<file path="src/rtl/riscv_pkg.sv">
// Shared encodings for the core's hazard logic: result-source codes,
// forwarding-mux selects and the memory-wait FSM state type.
package riscv_pkg;

    localparam logic [1:0] RESULT_LOAD = 2'b01;

    localparam logic [1:0] FWD_REG = 2'b00;
    localparam logic [1:0] FWD_W   = 2'b01;
    localparam logic [1:0] FWD_M   = 2'b10;

    typedef enum logic [1:0] {
        RUN     = 2'b00,
        WAIT    = 2'b01,
        RELEASE = 2'b10
    } hz_state_t;

endpackage

</file>
<file path="src/rtl/forward_unit.sv">
// Operand forwarding select for one execute-stage source register.
// The M stage holds the younger result, so it wins over W.
module forward_unit
    import riscv_pkg::*;
(
    input  logic [4:0] rs,
    input  logic [4:0] rd_m,
    input  logic [4:0] rd_w,
    input  logic       we_m,
    input  logic       we_w,
    output logic [1:0] fwd
);

    // Pick the youngest in-flight writer of rs; x0 is never forwarded.
    always_comb begin
        fwd = FWD_REG;
        if (we_m && (rd_m != 5'd0) && (rd_m == rs)) begin
            fwd = FWD_M;
        end else if (we_w && (rd_w != 5'd0) && (rd_w == rs)) begin
            fwd = FWD_W;
        end else begin
            fwd = FWD_REG;
        end
    end

endmodule

</file>
<file path="src/rtl/hazard_unit.sv">
// Stall/flush/forward control for the five-stage pipeline, including the
// data-memory wait FSM with timeout release and a saturating stall counter.
module hazard_unit
    import riscv_pkg::*;
#(
    parameter int MEM_TIMEOUT = 16,
    parameter int CNT_W       = 32
) (
    input  logic             clk,
    input  logic             rst,
    input  logic [4:0]       Rs1D,
    input  logic [4:0]       Rs2D,
    input  logic [4:0]       Rs1E,
    input  logic [4:0]       Rs2E,
    input  logic [4:0]       RdE,
    input  logic [1:0]       resultSrcE,
    input  logic             PCSrcE,
    input  logic [4:0]       RdM,
    input  logic [4:0]       RdW,
    input  logic             regWriteM,
    input  logic             regWriteW,
    input  logic             memReqM,
    input  logic             memReadyM,
    output logic             stallF,
    output logic             stallD,
    output logic             stallE,
    output logic             stallM,
    output logic             flushD,
    output logic             flushE,
    output logic             flushW,
    output logic [1:0]       forwardAE,
    output logic [1:0]       forwardBE,
    output logic             memErr,
    output logic [CNT_W-1:0] stallCycles
);

    localparam int WCNT_W = $clog2(MEM_TIMEOUT + 1);

    hz_state_t         state_r;
    hz_state_t         state_nxt_s;
    logic [WCNT_W-1:0] wait_cnt_r;
    logic [WCNT_W-1:0] wait_cnt_nxt_s;
    logic              timeout_s;
    logic              mem_err_r;
    logic [CNT_W-1:0]  stall_cnt_r;
    logic              lw_stall_s;
    logic              mem_stall_s;
    logic [1:0]        fwd_a_s;
    logic [1:0]        fwd_b_s;

    function automatic logic [CNT_W-1:0] sat_inc(input logic [CNT_W-1:0] v);
        return (&v) ? v : (v + CNT_W'(1));
    endfunction

    forward_unit u_fwd_a (
        .rs   (Rs1E),
        .rd_m (RdM),
        .rd_w (RdW),
        .we_m (regWriteM),
        .we_w (regWriteW),
        .fwd  (fwd_a_s)
    );

    forward_unit u_fwd_b (
        .rs   (Rs2E),
        .rd_m (RdM),
        .rd_w (RdW),
        .we_m (regWriteM),
        .we_w (regWriteW),
        .fwd  (fwd_b_s)
    );

    // Hazard detection; RELEASE masks the memory stall so the access retires.
    always_comb begin
        lw_stall_s  = (resultSrcE == RESULT_LOAD) && (RdE != 5'd0) &&
                      ((RdE == Rs1D) || (RdE == Rs2D));
        mem_stall_s = memReqM && !memReadyM && (state_r != RELEASE);
    end

    // Stage controls; a frozen E stage is never cleared, and reset quiets all.
    always_comb begin
        stallF    = 1'b0;
        stallD    = 1'b0;
        stallE    = 1'b0;
        stallM    = 1'b0;
        flushD    = 1'b0;
        flushE    = 1'b0;
        flushW    = 1'b0;
        forwardAE = FWD_REG;
        forwardBE = FWD_REG;
        if (rst) begin
            stallF = 1'b0;
        end else begin
            stallF    = lw_stall_s || mem_stall_s;
            stallD    = lw_stall_s || mem_stall_s;
            stallE    = mem_stall_s;
            stallM    = mem_stall_s;
            flushW    = mem_stall_s;
            flushD    = PCSrcE && !mem_stall_s;
            flushE    = (lw_stall_s || PCSrcE) && !mem_stall_s;
            forwardAE = fwd_a_s;
            forwardBE = fwd_b_s;
        end
    end

    // Memory-wait FSM next state; waitCnt counts stalled cycles of this access.
    always_comb begin
        state_nxt_s    = state_r;
        wait_cnt_nxt_s = wait_cnt_r;
        timeout_s      = 1'b0;
        case (state_r)
            RUN: begin
                if (mem_stall_s) begin
                    state_nxt_s    = WAIT;
                    wait_cnt_nxt_s = WCNT_W'(1);
                end else begin
                    state_nxt_s = RUN;
                end
            end
            WAIT: begin
                if (memReadyM) begin
                    state_nxt_s = RUN;
                end else if (wait_cnt_r == WCNT_W'(MEM_TIMEOUT - 1)) begin
                    state_nxt_s = RELEASE;
                    timeout_s   = 1'b1;
                end else begin
                    wait_cnt_nxt_s = wait_cnt_r + WCNT_W'(1);
                end
            end
            RELEASE: begin
                state_nxt_s = RUN;
            end
            default: begin
                state_nxt_s    = RUN;
                wait_cnt_nxt_s = {WCNT_W{1'b0}};
            end
        endcase
    end

    // State, sticky timeout flag and saturating stall-cycle counter.
    always_ff @(posedge clk) begin
        if (rst) begin
            state_r     <= RUN;
            wait_cnt_r  <= {WCNT_W{1'b0}};
            mem_err_r   <= 1'b0;
            stall_cnt_r <= {CNT_W{1'b0}};
        end else begin
            state_r    <= state_nxt_s;
            wait_cnt_r <= wait_cnt_nxt_s;
            mem_err_r  <= mem_err_r || timeout_s;
            if (stallF) begin
                stall_cnt_r <= sat_inc(stall_cnt_r);
            end else begin
                stall_cnt_r <= stall_cnt_r;
            end
        end
    end

    assign memErr      = mem_err_r;
    assign stallCycles = stall_cnt_r;

endmodule

</file>
<file path="config.mk">
export PLATFORM = sky130hd
export DESIGN_NAME = hazard_unit
export DESIGN_NICKNAME = d
export VERILOG_FILES = /design/src/rtl/riscv_pkg.sv /design/src/rtl/forward_unit.sv /design/src/rtl/hazard_unit.sv
export SDC_FILE = /design/constraint.sdc
export NUM_CORES = 1
export LEC_CHECK = 0
export CAP_MARGIN = 5
export CORE_UTILIZATION = 50
export DETAILED_ROUTE_END_ITERATION = 8
export GPL_TIMING_DRIVEN = 0
export PLACE_DENSITY = 0.87
export SLEW_MARGIN = 0
export SYNTH_ARGS = -nofsm -noshare
export SYNTH_HDL_FRONTEND = slang
export SYNTH_HIERARCHICAL = 1
export SYNTH_SLANG_ARGS = --single-unit
</file>
<file path="constraint.sdc">
create_clock -name clk -period 5 [get_ports clk]
set_clock_uncertainty 0.05 [all_clocks]
set_input_delay 0.5 -clock clk [delete_from_list [all_inputs] [get_ports clk]]
set_output_delay 0.5 -clock clk [all_outputs]
set_load 0.05 [all_outputs]
</file>
# After elaboration in Yosys (flattened, before gate mapping)
# Cells that the tools add are included.
[word_totals]
register_bits = 40
inputBits = 44
output_inout_bits = 44
elab_cells = 69
[classes]
addsub = 2
n_eq_ne = 15
muxes = 21
n_bitwise = 2
n_reduce_logical = 25
[op_table]
columns = ["op", "count"]
rows = [
  ["adder 32 x 1 -> 32 bit, second input constant", 1],
  ["AND reduction 32 bit", 1],
  ["== test 5 bit", 6],
  ["two-way mux 5 bit", 3],
  ["case mux 5 bit (3 select lines)", 1],
  ["nonzero test 5 bit", 3],
  ["logical AND 1 bit", 12],
  ["two-way mux 2 bit", 6],
  ["two-way mux 1 bit", 10],
  ["inequality test 2 bit, second input constant", 4],
  ["adder 5 x 1 -> 5 bit, second input constant", 1],
  ["== test 5 x 4 -> 1 bit, second input constant", 1],
  ["== test 2 x 1 -> 1 bit, second input constant", 2],
  ["logical OR 1 bit", 4],
  ["case mux 2 bit (2 select lines)", 1],
  ["AND reduction 4 bit", 1],
  ["inequality test 3 bit, second input constant", 1],
  ["== test 2 bit, second input constant", 1],
  ["zero test 1 bit", 2],
  ["zero test 2 bit", 1],
  ["inverter 1 bit", 2],
  ["AND reduction 2 bit", 1],
]

# Logic depth before layout (Yosys ltp)
# Gate-level depths: netlist of run 1.
[depth]
depth_word = 6
mapped_depth = 9
ltp_nobuf = 8

# Cells and area by module
# The synthesis of run 1 kept the hierarchy.
[modules_own_cells]
columns = ["mod", "instances", "cells_each", "area_each_um2", "seq_area_each_um2"]
rows = [
  ["hazard_unit", 1, 274, 2322.2, 800.8],
  ["forward_unit", 2, 20, 151.4, 0.0],
]

# Least setup slack after synthesis of run 1
# OpenSTA, ideal clock, no wires.
[synth_timing]
kind = "in2out"
startpoint = "in RdE[1]"
endpoint = "out stallF"
arrival_time_ns = 2.027
required_time_ns = 4.450
path_slack_ns = 2.423
path_stages = 6
n_path_buf = 2
cell_sequence = "or4_1 -> o21a_1 -> a21oi_2 -> buf_4 -> inv_1 -> buf_4"
[synth_between]
elab_chain_cells = 5
elab_cells_between_ends = 8
classes_between = "2 x eq/ne; 1 x mux; 5 x reduce/logical"
[synth_rtl]
columns = ["element", "line", "rtl"]
rows = [
  ["start, declared", "hazard_unit.sv:15", "input logic [4:0] RdE,"],
  ["== test 5 bit / nonzero test 5 bit (equally long branches)", "hazard_unit.sv:76, hazard_unit.sv:75", ""],
  ["logical OR 1 bit / logical AND 1 bit (equally long branches)", "hazard_unit.sv:76, hazard_unit.sv:75", ""],
  ["logical AND 1 bit *", "hazard_unit.sv:75", "lw_stall_s = (resultSrcE == RESULT_LOAD) && (RdE != 5'd0) &&"],
  ["logical OR 1 bit *", "--", ""],
  ["two-way mux 1 bit *", "--", ""],
  ["end, declared", "hazard_unit.sv:24", "output logic stallF,"],
]
# Mark *: on every way between the ends. The rest lies on a longest branch, timed or not.

# Worst setup path after layout of run 1
[layout_timing]
startpoint = "in RdE[1]"
endpoint = "out stallF"
[layout_between]
elab_chain_cells = 5
elab_cells_between_ends = 8
classes_between = "2 x eq/ne; 1 x mux; 5 x reduce/logical"
[layout_rtl]
columns = ["element", "line", "rtl"]
rows = [
  ["== test 5 bit / nonzero test 5 bit (equally long branches)", "hazard_unit.sv:76, hazard_unit.sv:75", ""],
  ["logical OR 1 bit / logical AND 1 bit (equally long branches)", "hazard_unit.sv:76, hazard_unit.sv:75", ""],
  ["logical AND 1 bit *", "hazard_unit.sv:75", ""],
  ["logical OR 1 bit *", "hazard_unit.sv:94", "stallF = lw_stall_s || mem_stall_s;"],
  ["two-way mux 1 bit *", "hazard_unit.sv:91", "if (rst) begin"],
]
# Marked as above.

==> run_results.csv, run 1 <==
group,metric,value,unit
status,outcome,"finished, final reports clean",
die,die_w,74.5,um
route,wl,7.00,mm
synth,synthFlopType,"dfxtp_1",
clock_network,hold_buffers,0,
min_path,min_path_cells,1,
route,via_per_inst,5.78,
synth,synth_top_family_by_area,"simple AND/OR/NAND/NOR gates",
power,total_leakage_power,1.29,nW
setup_path,crit_path_top_delay_cell,"clkdlybuf4s50_1",
synth,synth_common_cells,"dfxtp_1, a21oi_1, nor2_1, xnor2_1, nand2_1",
clock_network,root_buffer,"clkbuf_8",
clock_network,htree_levels,2,
synth,postSynthCellCount,314,
synth,synth_area,2630,sq um
route,ant_nets,0,
route,wl_per_cell,14.6,um
placement,gp_congestion,0.818,
route,drt-pass1-iter-count,4,
sta,finalMaxSlewViolations,0,
die,boundaryPins,88,
die,die_height,74.5,um
setup_path,critPathTopFamily,"buffers and inverters",
route,drc_errors,0,
setup_path,arrival,3.05,ns
global_routing,grt_pass1_vias,2499,
die,start_util,51.7,%
layout,drive_gt1_share,10.0,%
sta,slew_headroom,61.5,%
global_routing,grtUsageTotal,24.6,%
layout,antenna_cells,0,
run,cap_violations,0,
route,vias,2767,
synth,ys_ff_latch,40,
synth,ys_top_cells_by_area,"dfxtp_1, xnor2_1, a21oi_1",
synth,yosysSeqAreaShare,30.5,%
synth,yosys_warnings,6,
power,powerDensity,197,nW/um^2
synth,synth-simple-area-share,30.5,%
synth,yosys.area_share.adder,1.43,%
synth,synth.most_common_cell,"dfxtp_1",
clock_network,cts_made_buffers,5,
synth,ys_async_sr_fraction,0,%
synth,synth_xor_area_share,9.34,%
setup_path,end_kind,"output port",
sta,worst-slew-pin-transition,0.577,ns
setup_path,worstSetupPathDepth,8,
setup_path,criticalPathCategory,"input port to output port",
global_routing,grt_overflow,0,
clock_network,clk_latency,0.30,ns
global_routing,grt_max_degree,14,
placement,post-place-cells,471,
sta,hold_viol,0,
sta,period_share,72.1,%
synth,ys_types,55,
clock_network,cts-resized-gates,0,
synth,synth_compound_area_share,18.5,%
sta,setup_viol,0,
clock_network,cts_tree,"done",
sta,rsz0062_at_grt,"false",
synth,avgSynthCellArea,8.36,sq um
setup_path,required,4.45,ns
layout,syn_to_final_growth,41.1,%
clock_network,postCtsSetupRepairBufs,0,
route,first_iter_violations,148,
setup_path,cp_max_fo,10,
power,peakVddDrop,0.000119,V
global_routing,grt_pass1_wl,10.6,mm
setup_path,cpPeakStageDelay,0.69,ns
min_path,hold_class,"flop to flop",
die,core.rowCount,26,
synth,synth_fp_nets,361,
synth,synth_top_area_share,30.5,%
setup_path,reg2regPathDepth,7,
layout,final_cells,479,
sta,clock.fmax,277,MHz
layout,fin_nets,455,
die,dieArea,5540,sq um
synth,synth_edf_count,0,
die,core,5070,sq um
clock_network,cts_sinks,40,
synth,synthMuxAreaShare,3.29,%
sta,fin_setup_tns,0,ns
synth,yosys.area.top_type,"dfxtp_1",
setup_path,path_buf_inv,5,
sta,post-route-min-period,3.60,ns
placement,numPortBuffers,87,
clock_network,clockBufferDepth,2,
clock_network,path_clk_slew,0.08,ns
setup_path,crit_chain,"clkdlybuf4s50_1 -> or4_1 -> o21a_1 -> a21oi_2 -> buf_4 -> inv_1 -> buf_4 -> clkdlybuf4s50_1",
global_routing,antenna_found_initial,0,
setup_path,startpoint_type,"input port",
placement,hpwl,5.25,mm
==> cells in the final DEF, fill, tap and decap left out, types with 9 or more instances in the layout <==
cell,instances
nand2_1,20
dfxtp_1,40
clkbuf_8,9
inv_1,9
o21ai_0,12
or3_1,16
nor2_1,21
nor3_1,9
nand4_1,14
nand3_1,17
xnor2_1,21
clkdlybuf4s50_1,87
a21oi_1,29
nor2b_1,10
==> per-layer routing <==
layer	routed length [um]	vias to the layer above	part of all wire, %	GRT usage [%]
li1	-	1343	-	-
met1	2910	1296	42	26.0
met2	3440	117	49	46.8
met3	544	11	7.8	5.96
met4	109	0	1.6	8.81
met5	0	-	0	0
==> power by group <==
| group | leakage, nW | total [W] | internal (W) | switching [W] |
|---|---|---|---|---|
| clock | 0.0614 | 0.000281 | 0.000163 | 0.000118 |
| sequential | 0.322 | 0.000322 | 0.000320 | 0.00000220 |
| combinational | 0.907 | 0.000125 | 0.0000639 | 0.0000615 |
| total | 1.29 | 0.000729 | 0.000547 | 0.000182 |
==> path summary, 6_finish.rpt <==
kind	start	endpoint	slack [ns]
max	RdE[1]	stallF	1.40
min	memErr	memErr	0.41
max reg2reg	stallCycles[10]	stallCycles[29]	2.63
min reg2reg	memErr	memErr	0.41
==> logic make-up after synthesis <==
family | after synthesis
flops | 40
mux | 8
simple gates | 138
buf+inv | 24
fa+ha+maj | 3
compound gates | 73
xor+xnor | 28
==> final cells by class <==
class	instances	area, sq um
Multi-Input combinational cell	250	1660
Fill cell	397	1370
Timing Repair Buffer	87	871
Sequential cell	40	801
Buffer	14	131
Tap cell	70	87.6
Clock buffer	6	82.6
Clock inverter	2	38.8
Inverter	10	37.5
==> per-stage QoR <==
| stage | hold WS (ns) | cell area, sq um | setup slack [ns] | utilization [%] | power (W) |
|---|---|---|---|---|---|
| 2_1_floorplan | 0.404 | 2630 | 2.42 | - | 0.000393 |
| 3_3_place_gp | 0.393 | 3580 | 1.45 | 70.6 | 0.000451 |
| 3_5_place_dp | 0.395 | 3580 | 1.40 | 70.6 | 0.000455 |
| 4_1_cts | 0.415 | 3700 | 1.39 | 73.0 | 0.000734 |
| 5_1_grt | 0.429 | 3700 | 1.24 | 73.0 | 0.000756 |
| 6_report | 0.409 | 3700 | 1.40 | 73.0 | 0.000729 |
==> flip-flops by register name, summed over array words and instances (netlist names) <==
signal       flops
memErr           1
wait_cnt_r       5
stallCycles     32
state_r          2
(Power assumes the default switching activity.)
==> inputs of run 2 (changes only) <==
Settings changed: CORE_UTILIZATION 50 to 42, PLACE_DENSITY 0.87 to 0.77.
Clock period 5 ns to 3.3 ns, I/O delays scaled along.
==> run 2 against run 1 <==
Compared with the run above:
- sequential power increased by 52%
- sequential share of layout area increased by 0.16 points
- final area decreased by 0.74%
- power increased by 36%
- combinational power increased by 51%
- via count decreased by 4.7%
- critical path depth decreased by 1
- die area increased by 19%
- register-to-register slack got worse by 1.7 ns
- routed wire length decreased by 4.6%
- largest cell class unchanged
==> run_results.csv, run 2 (synthesis gave the netlist of run 1 again) <==
group,metric,value,unit
setup_path,reg2regPathDepth,6,
min_path,hold_class,"flop to flop",
sta,fin_setup_tns,0,ns
min_path,hold_start,"memErr",
min_path,hold_end,"memErr",
route,ant_nets,0,
global_routing,grtUsageTotal,21.2,%
clock_network,path_clk_slew,0.08,ns
route,first_iter_violations,91,
setup_path,crit_chain,"clkdlybuf4s50_1 -> or4_1 -> o21a_1 -> a21oi_2 -> buf_4 -> inv_1 -> clkdlybuf4s50_1",
power,total_leakage_power,1.28,nW
setup_path,end_kind,"output port",
die,core,5990,sq um
global_routing,antenna_found_initial,0,
die,boundaryPins,88,
status,outcome,"finished, final reports clean",
setup_path,crit_path_frequent_cell,"clkdlybuf4s50_1",
global_routing,grt_pass1_vias,2430,
die,die_height,81.1,um
sta,period_share,93.5,%
sta,hold_viol,0,
layout,multi_input_area,1660,sq um
clock_network,clockBufferDepth,2,
route,drt-pass1-iter-count,4,
sta,layout_setup_ws,0.214,ns
route,drc_errors,0,
sta,holdWs,0.418,ns
clock_network,cts_tree,"done",
setup_path,r2r_slack,0.92,ns
power,power.total,0.000992,W
clock_network,htree_levels,2,
global_routing,grt_pass1_wl,10.7,mm
setup_path,startpoint_type,"input port",
global_routing,grt_overflow,0,
route,via_per_inst,5.46,
run,cap_violations,0,
power,switching_power,0.000267,W
sta,slew_headroom,63.0,%
min_path,min_path_cells,1,
clock_network,cts_made_buffers,5,
sta,setup_viol,0,
setup_path,cpPeakStageDelay,0.69,ns
power,p_clk_share,31.7,%
setup_path,cp_max_fo,10,
sta,rsz0062_at_grt,"false",
sta,finalMaxSlewViolations,0,
layout,largest_reg_flops,32,
layout,syn_to_final_growth,40.1,%
setup_path,required,2.92,ns
power,pwr-share-comb,19.1,%
die,core.rowCount,28,
sta,worst-slew-pin-transition,0.554,ns
clock_network,hold_buffers,0,
layout,fin_nets,455,
power,cell_internal_pwr,0.000725,W
placement,numPortBuffers,87,
placement,dp_slack,0.0229,ns
setup_path,crit_start,"RdE[1]",
placement,gp_congestion,0.869,
power,seqPwrFrac,49.2,%
die,die_w,81.1,um
route,wl,6.67,mm
setup_path,arrival,2.71,ns
global_routing,grt_max_degree,13,
placement,hpwl,5.17,mm
power,switching_share,26.9,%
clock_network,root_buffer,"clkbuf_8",
layout,final_common_cell,"clkdlybuf4s50_1",
die,start_util,43.8,%
layout,fillCellCount,531,
route,vias,2637,
setup_path,r2r-start,"stallCycles[13]",
layout,antenna_cells,0,
sta,post-route-min-period,3.09,ns
route,wl_per_cell,13.8,um
setup_path,criticalPathCategory,"input port to output port",
die,dieArea,6570,sq um
setup_path,crit_path_top_delay_cell,"clkdlybuf4s50_1",
clock_network,clk_latency,0.29,ns
layout,seq_area,801,sq um
layout,drive_gt1_share,10.0,%
power,powerDensity,270,nW/um^2
layout,layout_common_cells,"clkdlybuf4s50_1, dfxtp_1, a21oi_1",
setup_path,reg2reg_to,"stallCycles[29]",
sta,clock.fmax,324,MHz
clock_network,cts_sinks,40,
power,peakVddDrop,0.000212,V
layout,fin_util,61.4,%
run 2: layer usage:
| metal | track usage, % | part of all wire [%] | wire (um) |
|---|---|---|---|
| met3 | 5.17 | 8.1 | 542 |
| met4 | 8.39 | 1.2 | 83 |
| met2 | 37.6 | 47 | 3150 |
| met1 | 24.3 | 43 | 2900 |
| met5 | 0 | 0 | 0 |
run 2: worst max-delay path by stage:
stage	end	cells after the start	slack, ns
floorplan	stallCycles[29]	6	0.87
global placement	stallF	9	0.06
detailed placement	stallF	9	0.02
CTS	stallF	9	0.02
global route	stallD	8	0.05
finish	stallD	7	0.21
run 2: critical path: cells and delay by family:
family,cells,cell delay (ns)
buffers and inverters,4,1.40
AND/OR/NAND/NOR,1,0.57
AO/OA/AOI/OAI,2,0.39
run 2: through the flow:
stage / std cells / cell area [sq um]
2_1_floorplan: 314 / 2630
3_3_place_gp: 476 / 3590
5_1_grt: 483 / 3680
4_1_cts: 483 / 3670
3_5_place_dp: 476 / 3590
6_report: 483 / 3680
run 2: area by class of cell:
class | instances | area share (%)
inverters | 10 | 1.12
multi-input cells | 250 | 45.0
well taps | 75 | 2.55
repair buffers | 87 | 23.7
clock buffers | 5 | 1.87
plain buffers | 14 | 3.57
flip-flops and latches | 40 | 21.8
clock inverters | 2 | 0.340
run 2: what timing repair did:
| item | 4_1_cts | 5_1_grt |
|---|---|---|
| gates resized for setup | 0 | 2 |
| endpoints found under the setup margin | 0 | 1 |
| endpoints found under the hold margin | 0 | 0 |
| setup buffers | 0 | 0 |
run 2: power by group through the flow:
stage / registers (W) / clock network, W / logic (W)
3_3_place_gp: 0.000499 / 0 / 0.000185
5_1_grt: 0.000489 / 0.000336 / 0.000204
6_report: 0.000488 / 0.000315 / 0.000189
4_1_cts: 0.000488 / 0.000319 / 0.000189
3_5_place_dp: 0.000499 / 0 / 0.000189
2_1_floorplan: 0.000501 / 0 / 0.0000948
